$ cat src/rtl/wb_initiator.sv
// Wishbone B4 pipelined initiator with at most one outstanding transfer.
// A command is accepted in IDLE. It is issued as a single strobe that holds
// through stall, and it completes on ack or on a bus timeout. Each completion
// produces a one-cycle response pulse. Its data and error flag are held until
// the next response.
module wb_initiator #(
    parameter int DATA_WIDTH     = 8,
    parameter int ADDR_WIDTH     = 17,
    parameter int TIMEOUT_CYCLES = 64
) (
    input  logic                  wb_clock_i,
    input  logic                  wb_reset_n_i,
    input  logic                  cmd_valid_i,
    output logic                  cmd_ready_o,
    input  logic [ADDR_WIDTH-1:0] cmd_addr_i,
    input  logic [DATA_WIDTH-1:0] cmd_data_i,
    input  logic                  cmd_we_i,
    output logic                  rsp_valid_o,
    output logic [DATA_WIDTH-1:0] rsp_data_o,
    output logic                  rsp_err_o,
    output logic [ADDR_WIDTH-1:0] wb_addr_o,
    output logic [DATA_WIDTH-1:0] wb_data_o,
    input  logic [DATA_WIDTH-1:0] wb_data_i,
    output logic                  wb_we_o,
    output logic                  wb_cycle_o,
    output logic                  wb_strobe_o,
    input  logic                  wb_stall_i,
    input  logic                  wb_ack_i
);

    typedef enum logic [1:0] {
        ST_IDLE     = 2'd0,
        ST_REQ      = 2'd1,
        ST_WAIT_ACK = 2'd2
    } state_t;

    // The counter holds the number of cycle-high edges already seen.
    // The cycle is aborted on the edge where it equals TIMEOUT_CYCLES-1.
    localparam logic [15:0] CNT_LAST = 16'(TIMEOUT_CYCLES - 1);

    state_t                state_q, state_d;
    logic                  cyc_q, cyc_d;
    logic                  stb_q, stb_d;
    logic                  we_q, we_d;
    logic [ADDR_WIDTH-1:0] addr_q, addr_d;
    logic [DATA_WIDTH-1:0] wdata_q, wdata_d;
    logic                  rsp_valid_q, rsp_valid_d;
    logic                  rsp_err_q, rsp_err_d;
    logic [DATA_WIDTH-1:0] rsp_data_q, rsp_data_d;
    logic [15:0]           cnt_q, cnt_d;

    // State and bus registers; reset clears everything immediately, which also aborts a live cycle
    always_ff @(posedge wb_clock_i or negedge wb_reset_n_i) begin
        if (!wb_reset_n_i) begin
            state_q     <= ST_IDLE;
            cyc_q       <= 1'b0;
            stb_q       <= 1'b0;
            we_q        <= 1'b0;
            addr_q      <= '0;
            wdata_q     <= '0;
            rsp_valid_q <= 1'b0;
            rsp_err_q   <= 1'b0;
            rsp_data_q  <= '0;
            cnt_q       <= '0;
        end else begin
            state_q     <= state_d;
            cyc_q       <= cyc_d;
            stb_q       <= stb_d;
            we_q        <= we_d;
            addr_q      <= addr_d;
            wdata_q     <= wdata_d;
            rsp_valid_q <= rsp_valid_d;
            rsp_err_q   <= rsp_err_d;
            rsp_data_q  <= rsp_data_d;
            cnt_q       <= cnt_d;
        end
    end

    // Next-state logic: ack has priority over timeout, and timeout has priority over strobe acceptance
    always_comb begin
        state_d     = state_q;
        cyc_d       = cyc_q;
        stb_d       = stb_q;
        we_d        = we_q;
        addr_d      = addr_q;
        wdata_d     = wdata_q;
        rsp_valid_d = 1'b0;
        rsp_err_d   = rsp_err_q;
        rsp_data_d  = rsp_data_q;
        cnt_d       = cyc_q ? (cnt_q + 16'd1) : cnt_q;

        case (state_q)
            ST_IDLE: begin
                if (cmd_valid_i) begin
                    addr_d  = cmd_addr_i;
                    wdata_d = cmd_data_i;
                    we_d    = cmd_we_i;
                    cyc_d   = 1'b1;
                    stb_d   = 1'b1;
                    cnt_d   = '0;
                    state_d = ST_REQ;
                end
            end
            ST_REQ, ST_WAIT_ACK: begin
                if (wb_ack_i) begin
                    cyc_d       = 1'b0;
                    stb_d       = 1'b0;
                    rsp_valid_d = 1'b1;
                    rsp_err_d   = 1'b0;
                    rsp_data_d  = we_q ? '0 : wb_data_i;
                    state_d     = ST_IDLE;
                end else if (cnt_q == CNT_LAST) begin
                    cyc_d       = 1'b0;
                    stb_d       = 1'b0;
                    rsp_valid_d = 1'b1;
                    rsp_err_d   = 1'b1;
                    rsp_data_d  = '0;
                    state_d     = ST_IDLE;
                end else if (state_q == ST_REQ && !wb_stall_i) begin
                    stb_d   = 1'b0;
                    state_d = ST_WAIT_ACK;
                end
            end
            default: begin
                cyc_d   = 1'b0;
                stb_d   = 1'b0;
                state_d = ST_IDLE;
            end
        endcase
    end

    assign cmd_ready_o = (state_q == ST_IDLE);
    assign rsp_valid_o = rsp_valid_q;
    assign rsp_data_o  = rsp_data_q;
    assign rsp_err_o   = rsp_err_q;
    assign wb_addr_o   = addr_q;
    assign wb_data_o   = wdata_q;
    assign wb_we_o     = we_q;
    assign wb_cycle_o  = cyc_q;
    assign wb_strobe_o = stb_q;

endmodule

$ cat config.mk
export PLATFORM = sky130hd
export DESIGN_NAME = wb_initiator
export DESIGN_NICKNAME = d
export VERILOG_FILES = /design/src/rtl/wb_initiator.sv
export SDC_FILE = /design/constraint.sdc
export NUM_CORES = 1
export LEC_CHECK = 0
export BUFFER_PORTS_ARGS = -buffer_cell sky130_fd_sc_hd__buf_2
export CAP_MARGIN = 30
export CORE_AREA = 5 5 79 81
export DETAILED_ROUTE_END_ITERATION = 8
export DIE_AREA = 0 0 84 86
export PLACE_DENSITY = 0.75
export RECOVER_POWER = 25
export SYNTH_ARGS = -nofsm -noshare
export SYNTH_HDL_FRONTEND = slang
export SYNTH_SLANG_ARGS = --single-unit
$ cat constraint.sdc
create_clock -name wb_clock_i -period 1.89 [get_ports wb_clock_i]
set_input_delay 0.189 -clock wb_clock_i [delete_from_list [all_inputs] [get_ports wb_clock_i]]
set_output_delay 0.189 -clock wb_clock_i [all_outputs]
set_load 0.01 [all_outputs]
-- Word-level counts from Yosys, hierarchy flattened
Index checks and enable logic that the tools add are counted.
- memory bits (writable): 0
- bits in read-only memories: 0
- bits in latches: 0
- bits of input ports: 39
- memories: 0
- bits in registers: 56
- logic and storage cells: 50
- add/subtract/negate cells: 1
- multiply operators: 0
- shift-type cells: 0
- bitwise gates (word level): 0
- div/mod/pow operators: 0
- reduce and logical (&&, ||, !) cells: 9
- muxes and demuxes: 24
- $lt $le $gt $ge: 0
- eq/ne operators: 6
- operator list (operator ; count):
    $mux W16 ; 3
    $mux W8 ; 3
    $add A16 B1 Y16 const B ; 1
    $eq A16 B6 Y1 const B ; 1
    $mux W1 ; 11
    $mux W2 ; 4
    $reduce_and A2 Y1 ; 4
    $ne A4 B4 Y1 const B ; 1
    $pmux W1 S2 ; 2
    $pmux W2 S2 ; 1
    $ne A3 B3 Y1 const B ; 1
    $eq A2 B1 Y1 const B ; 1
    $eq A2 B2 Y1 const B ; 1
    $logic_not A2 Y1 ; 1
    $ne A2 B2 Y1 const B ; 1
    $reduce_bool A2 Y1 ; 1
    $reduce_or A2 Y1 ; 1
    $logic_and A1 B1 Y1 ; 1
    $logic_not A1 Y1 ; 1

-- Longest topological paths before layout
- depth in word-level cells: 6
- depth in mapped cells: 7
- depth with buffers taken out: 6

-- Worst setup path before layout
Ideal clock, no wire load.
- path type: register -> register
- start: register state_q[0]
- end: register addr_q[10], in the netlist wb_addr_o[10]
- library setup time: 0.125 ns
- clock period less this slack: 1.989 ns
- data arrival time: 1.864 ns
- cell stages (with the launch flop): 7
- setup slack: -0.099 ns
- buffers on the path: 2
- cells stage by stage: dfrtp_1 > inv_1 > ha_1 > and2_1 > clkbuf_1 > clkbuf_1 > mux2_2
- word-level cells in the longest chain between the ends: 2
- ends and longest elaborated chain (item ; line ; RTL):
    from (decl) ; 41 ; state_t state_q, state_d;
    from (signal assigned) ; 66 ; state_q <= state_d;
    $logic_not A2 Y1 ; -- ;
    via cmd_ready_o ; 14 ; output logic cmd_ready_o,
    $reduce_and A2 Y1 (no line) ; -- ;
    to (signal assigned) ; 70 ; addr_q <= addr_d;
    to (decl) ; 45 ; logic [ADDR_WIDTH-1:0] addr_q, addr_d;
The timed path passes the listed nets, and every way through them passes these cells.
A chain may end at the register's enable or synchronous reset.

-- Worst setup path after layout
- start: register state_q[0]
- end: register addr_q[15], in the netlist wb_addr_o[15]
- word-level cells in the longest chain between the ends: 2
- ends and longest elaborated chain (item ; line ; RTL):
    $logic_not A2 Y1 ; 92 ; case (state_q)
    $reduce_and A2 Y1 (no line) ; -- ;
No other way between the ends.

==> run_results.csv <==
group,metric,value,unit
global_route,grt_antenna_before_repair,0,
synthesis,synth.area.top_cells,"dfrtp_1 59%, mux2_2 12%, a22o_1 3.0%",
sta,worstMarginPinSlew,1.173,ns
sta,slew_headroom,0.2182,
worst_hold_path,hp-class,"primary input to flip-flop",
global_route,overflow,0,
cells_and_area,final_layout_size_suffix_gt1_frac,0.4481,
power,comb_power_share,0.416,
synthesis,synth_nets,230,
clock_network,postCtsSetupBuffers,0,
synthesis,synth_cells,186,
setup_path,required,2.08,ns
cells_and_area,final_common_cell,"buf_2",
placement,dpl_worst_slack,0.1734,ns
die,die_w,84,µm
power,seqPwrFrac,0.439,
worst_hold_path,min_from,"wb_data_i[6]",
setup_path,slowest_delay,0.42,ns
setup_path,rr_endpoint,"wb_addr_o[15]",
setup_path,critical_path_class,"flip-flop to flip-flop",
power,switchingPower,1.484,mW
drt,vias,1753,
cells_and_area,areaGrowthSynthToFinish,24.93,%
setup_path,r2r_start,"state_q[0]",
drt,drt-vias-per-instance,5.126,
placement,gp_congestion,0.8113,
die,core-area,5405,µm²
synthesis,yosys_register_bits,55,
drt,drt-initial-drc-count,111,
setup_path,critPathMaxFanout,42,
sta,period_minus_slack,1.744,ns
setup_path,cp-end-kind,"flip-flop",
clock_network,clockBufferDepth,2,
sta,setup_ws,0.1455,ns
power,pwr-share-clk,0.144,
synthesis,synth.top_cell.area_share,0.5860,
drt,wl_per_cell,14.61,µm
sta,fin_crit_sh,0.9230,
power,irDropWorstVdd,1.037,mV
setup_path,cp-start-kind,"flip-flop",
synthesis,synth_seq_area_share,0.5860,
drt,first_pass_iters,4,
drt,remaining_drc_errors,0,
global_route,grt_pass1_wl,8963,µm
cells_and_area,fin_area,2934,µm²
worst_hold_path,worstHoldEndpoint,"rsp_data_o[6]",
setup_path,crit_family,"flip-flops",
power,p_leak,1.404,nW
placement,port_buffers,77,
clock_network,clkTransAtPathRegs,0.09,ns
sta,rsz0062_at_grt,"false",
die,start_util,0.4345,
setup_path,cp_num_buf_inv,2,
die,die_h,86,µm
synthesis,yosys_warnings,0,
clock_network,clock-sinks,55,
drt,drt-total-wl,4998,µm
clock_network,cts_buffers,5,
sta,tns,0,ns
setup_path,cp.arrival,1.93,ns
power,swShare,0.3479,
cells_and_area,most-common-layout-cells,"78 x buf_2, 55 x dfrtp_1, 26 x mux2_2",
drt,route.antenna.remaining_nets,0,
sta,fin_worst_skew,0.007440,ns
sta,finalSetupViolCount,0,
power,total_power,4.265,mW
sta,slew_viol_final,0,
placement,placed_area,2858,µm²
clock_network,cts_root_buf,"clkbuf_8",
power,power.density,1454,nW/µm²
setup_path,critPathSlowestCell,"dfrtp_1",
sta,fmax,0.5732,GHz
die,rows,27,
global_route,first_global_vias,1925,
clock_network,cts_max_level,2,
clock_network,insertion_delay,0.30,ns
die,die_area,7224,µm²
synthesis,yosysTopAreaCell,"dfrtp_1",
sta,hold_viol_final,0,
cells_and_area,nets,313,
outcome,status,"completed",
setup_path,path_cells,"inv_1 > ha_1 > and2_1 > buf_12 > mux2_2",
worst_hold_path,worst_hold_path.num_cells,2,
setup_path,r2r_cells,5,
power,p_int,2.781,mW
flow_run,maxCapViolCount,0,
synthesis,netlist-cell-type-count,36,
global_route,grt_start_max_net_pins,56,
cells_and_area,n_antenna_cell,0,
clock_network,cts_resized,0,
synthesis,netlist_area,2349,µm²
die,io_pins,78,
synthesis,syn_avg_cell_area,12.63,µm²
clock_network,cts_tree,"done",
setup_path,rrSetupSlack,0.15,ns
global_route,track_usage,0.1500,
placement,dp_hpwl,3735,µm
## cell type report
class / count / area [µm²]
fillers: 469 / 2471
flip-flops and latches: 55 / 1376
multi-input cells: 118 / 920.9
repair buffers: 83 / 442.9
well taps: 72 / 90.09
clock buffers: 7 / 76.32
inverters: 6 / 22.52
clock inverters: 1 / 5.005
## cells in the mapped netlist
master	instances
or2_2	1
o31ai_1	1
a21oi_1	9
or3_2	1
xor2_1	5
nor3_1	2
mux2_2	26
nand2_1	5
nor4b_1	1
nand3_2	1
ha_1	5
o21ai_0	6
nand4_1	4
xnor2_1	4
buf_2	2
nor2_1	12
or3_4	1
or3_1	4
a32o_1	1
o31a_1	1
o22a_2	1
mux2i_1	2
or4_1	1
o21ai_2	1
nand3_1	5
nor4_1	3
and2_1	1
dfrtp_1	55
a2bb2oi_1	1
and4_1	3
a22o_1	8
buf_1	1
and2_2	1
inv_1	6
o2bb2ai_1	1
clkbuf_1	4
## per-layer routing
layer | vias to the layer above | GRT usage | part of all wire
met5 | - | 0 | 0
met4 | 0 | 0.04678 | 0.014
met3 | 9 | 0.05764 | 0.080
met2 | 64 | 0.2415 | 0.48
met1 | 847 | 0.1878 | 0.43
li1 | 833 | - | -
## how the worst max path moves through the flow
stage,startpoint,end,slack (ns),cells past startpoint
2_1_floorplan,state_q[0],wb_addr_o[10],0.03,6
5_1_grt,cnt_q[0],rsp_data_o[5],0.02,5
6_report,state_q[0],wb_addr_o[15],0.15,5
3_5_place_dp,state_q[0],wb_addr_o[15],0.17,5
3_3_place_gp,cnt_q[8],rsp_data_o[2],0.20,4
4_1_cts,state_q[0],wb_addr_o[15],0.15,5
## registers in the layout, indices dropped and copies added (netlist names)
signal and flops:
wb_addr_o 17, cnt_q 16, rsp_data_o 8, wb_data_o 8, state_q 2, rsp_err_o 1
rsp_valid_o 1, wb_cycle_o 1, wb_we_o 1
## timing repair
item,in CTS,in global routing
hold buffers,1,0
endpoints found under the hold margin,55,0
setup endpoints to repair,0,0
## cell families (layout without fill, tap and decap cells)
| group | after synthesis | after routing | synth area share |
|---|---|---|---|
| buffers and inverters | 13 | 97 | 0.02184 |
| muxes | 28 | 28 | 0.1332 |
| and+or+nand+nor | 46 | 46 | 0.1103 |
| DFF | 55 | 55 | 0.5860 |
| AOI/OAI and AO/OA | 30 | 30 | 0.08844 |
| adders and majority gates | 5 | 5 | 0.02664 |
| xor gates and xnor gates | 9 | 9 | 0.03356 |
## per-stage QoR
step,instances,util,hold slack (ns)
3_3_place_gp,333,0.5287,0.2046
6_report,342,0.5428,0.1008
2_1_floorplan,186,-,-0.1066
5_1_grt,342,0.5428,0.08989
4_1_cts,342,0.5456,0.09384
3_5_place_dp,333,0.5287,0.2050
## power groups by stage
stage,registers (mW),logic [mW],clock network (mW)
after floorplan,2.08,0.879,0
after detailed placement,1.89,1.82,0
after CTS,1.89,1.81,0.637
after global placement,1.88,1.76,0
after global routing,1.95,1.95,0.693
final,1.87,1.78,0.616
Note: power is estimated with default switching activity, not from simulation.
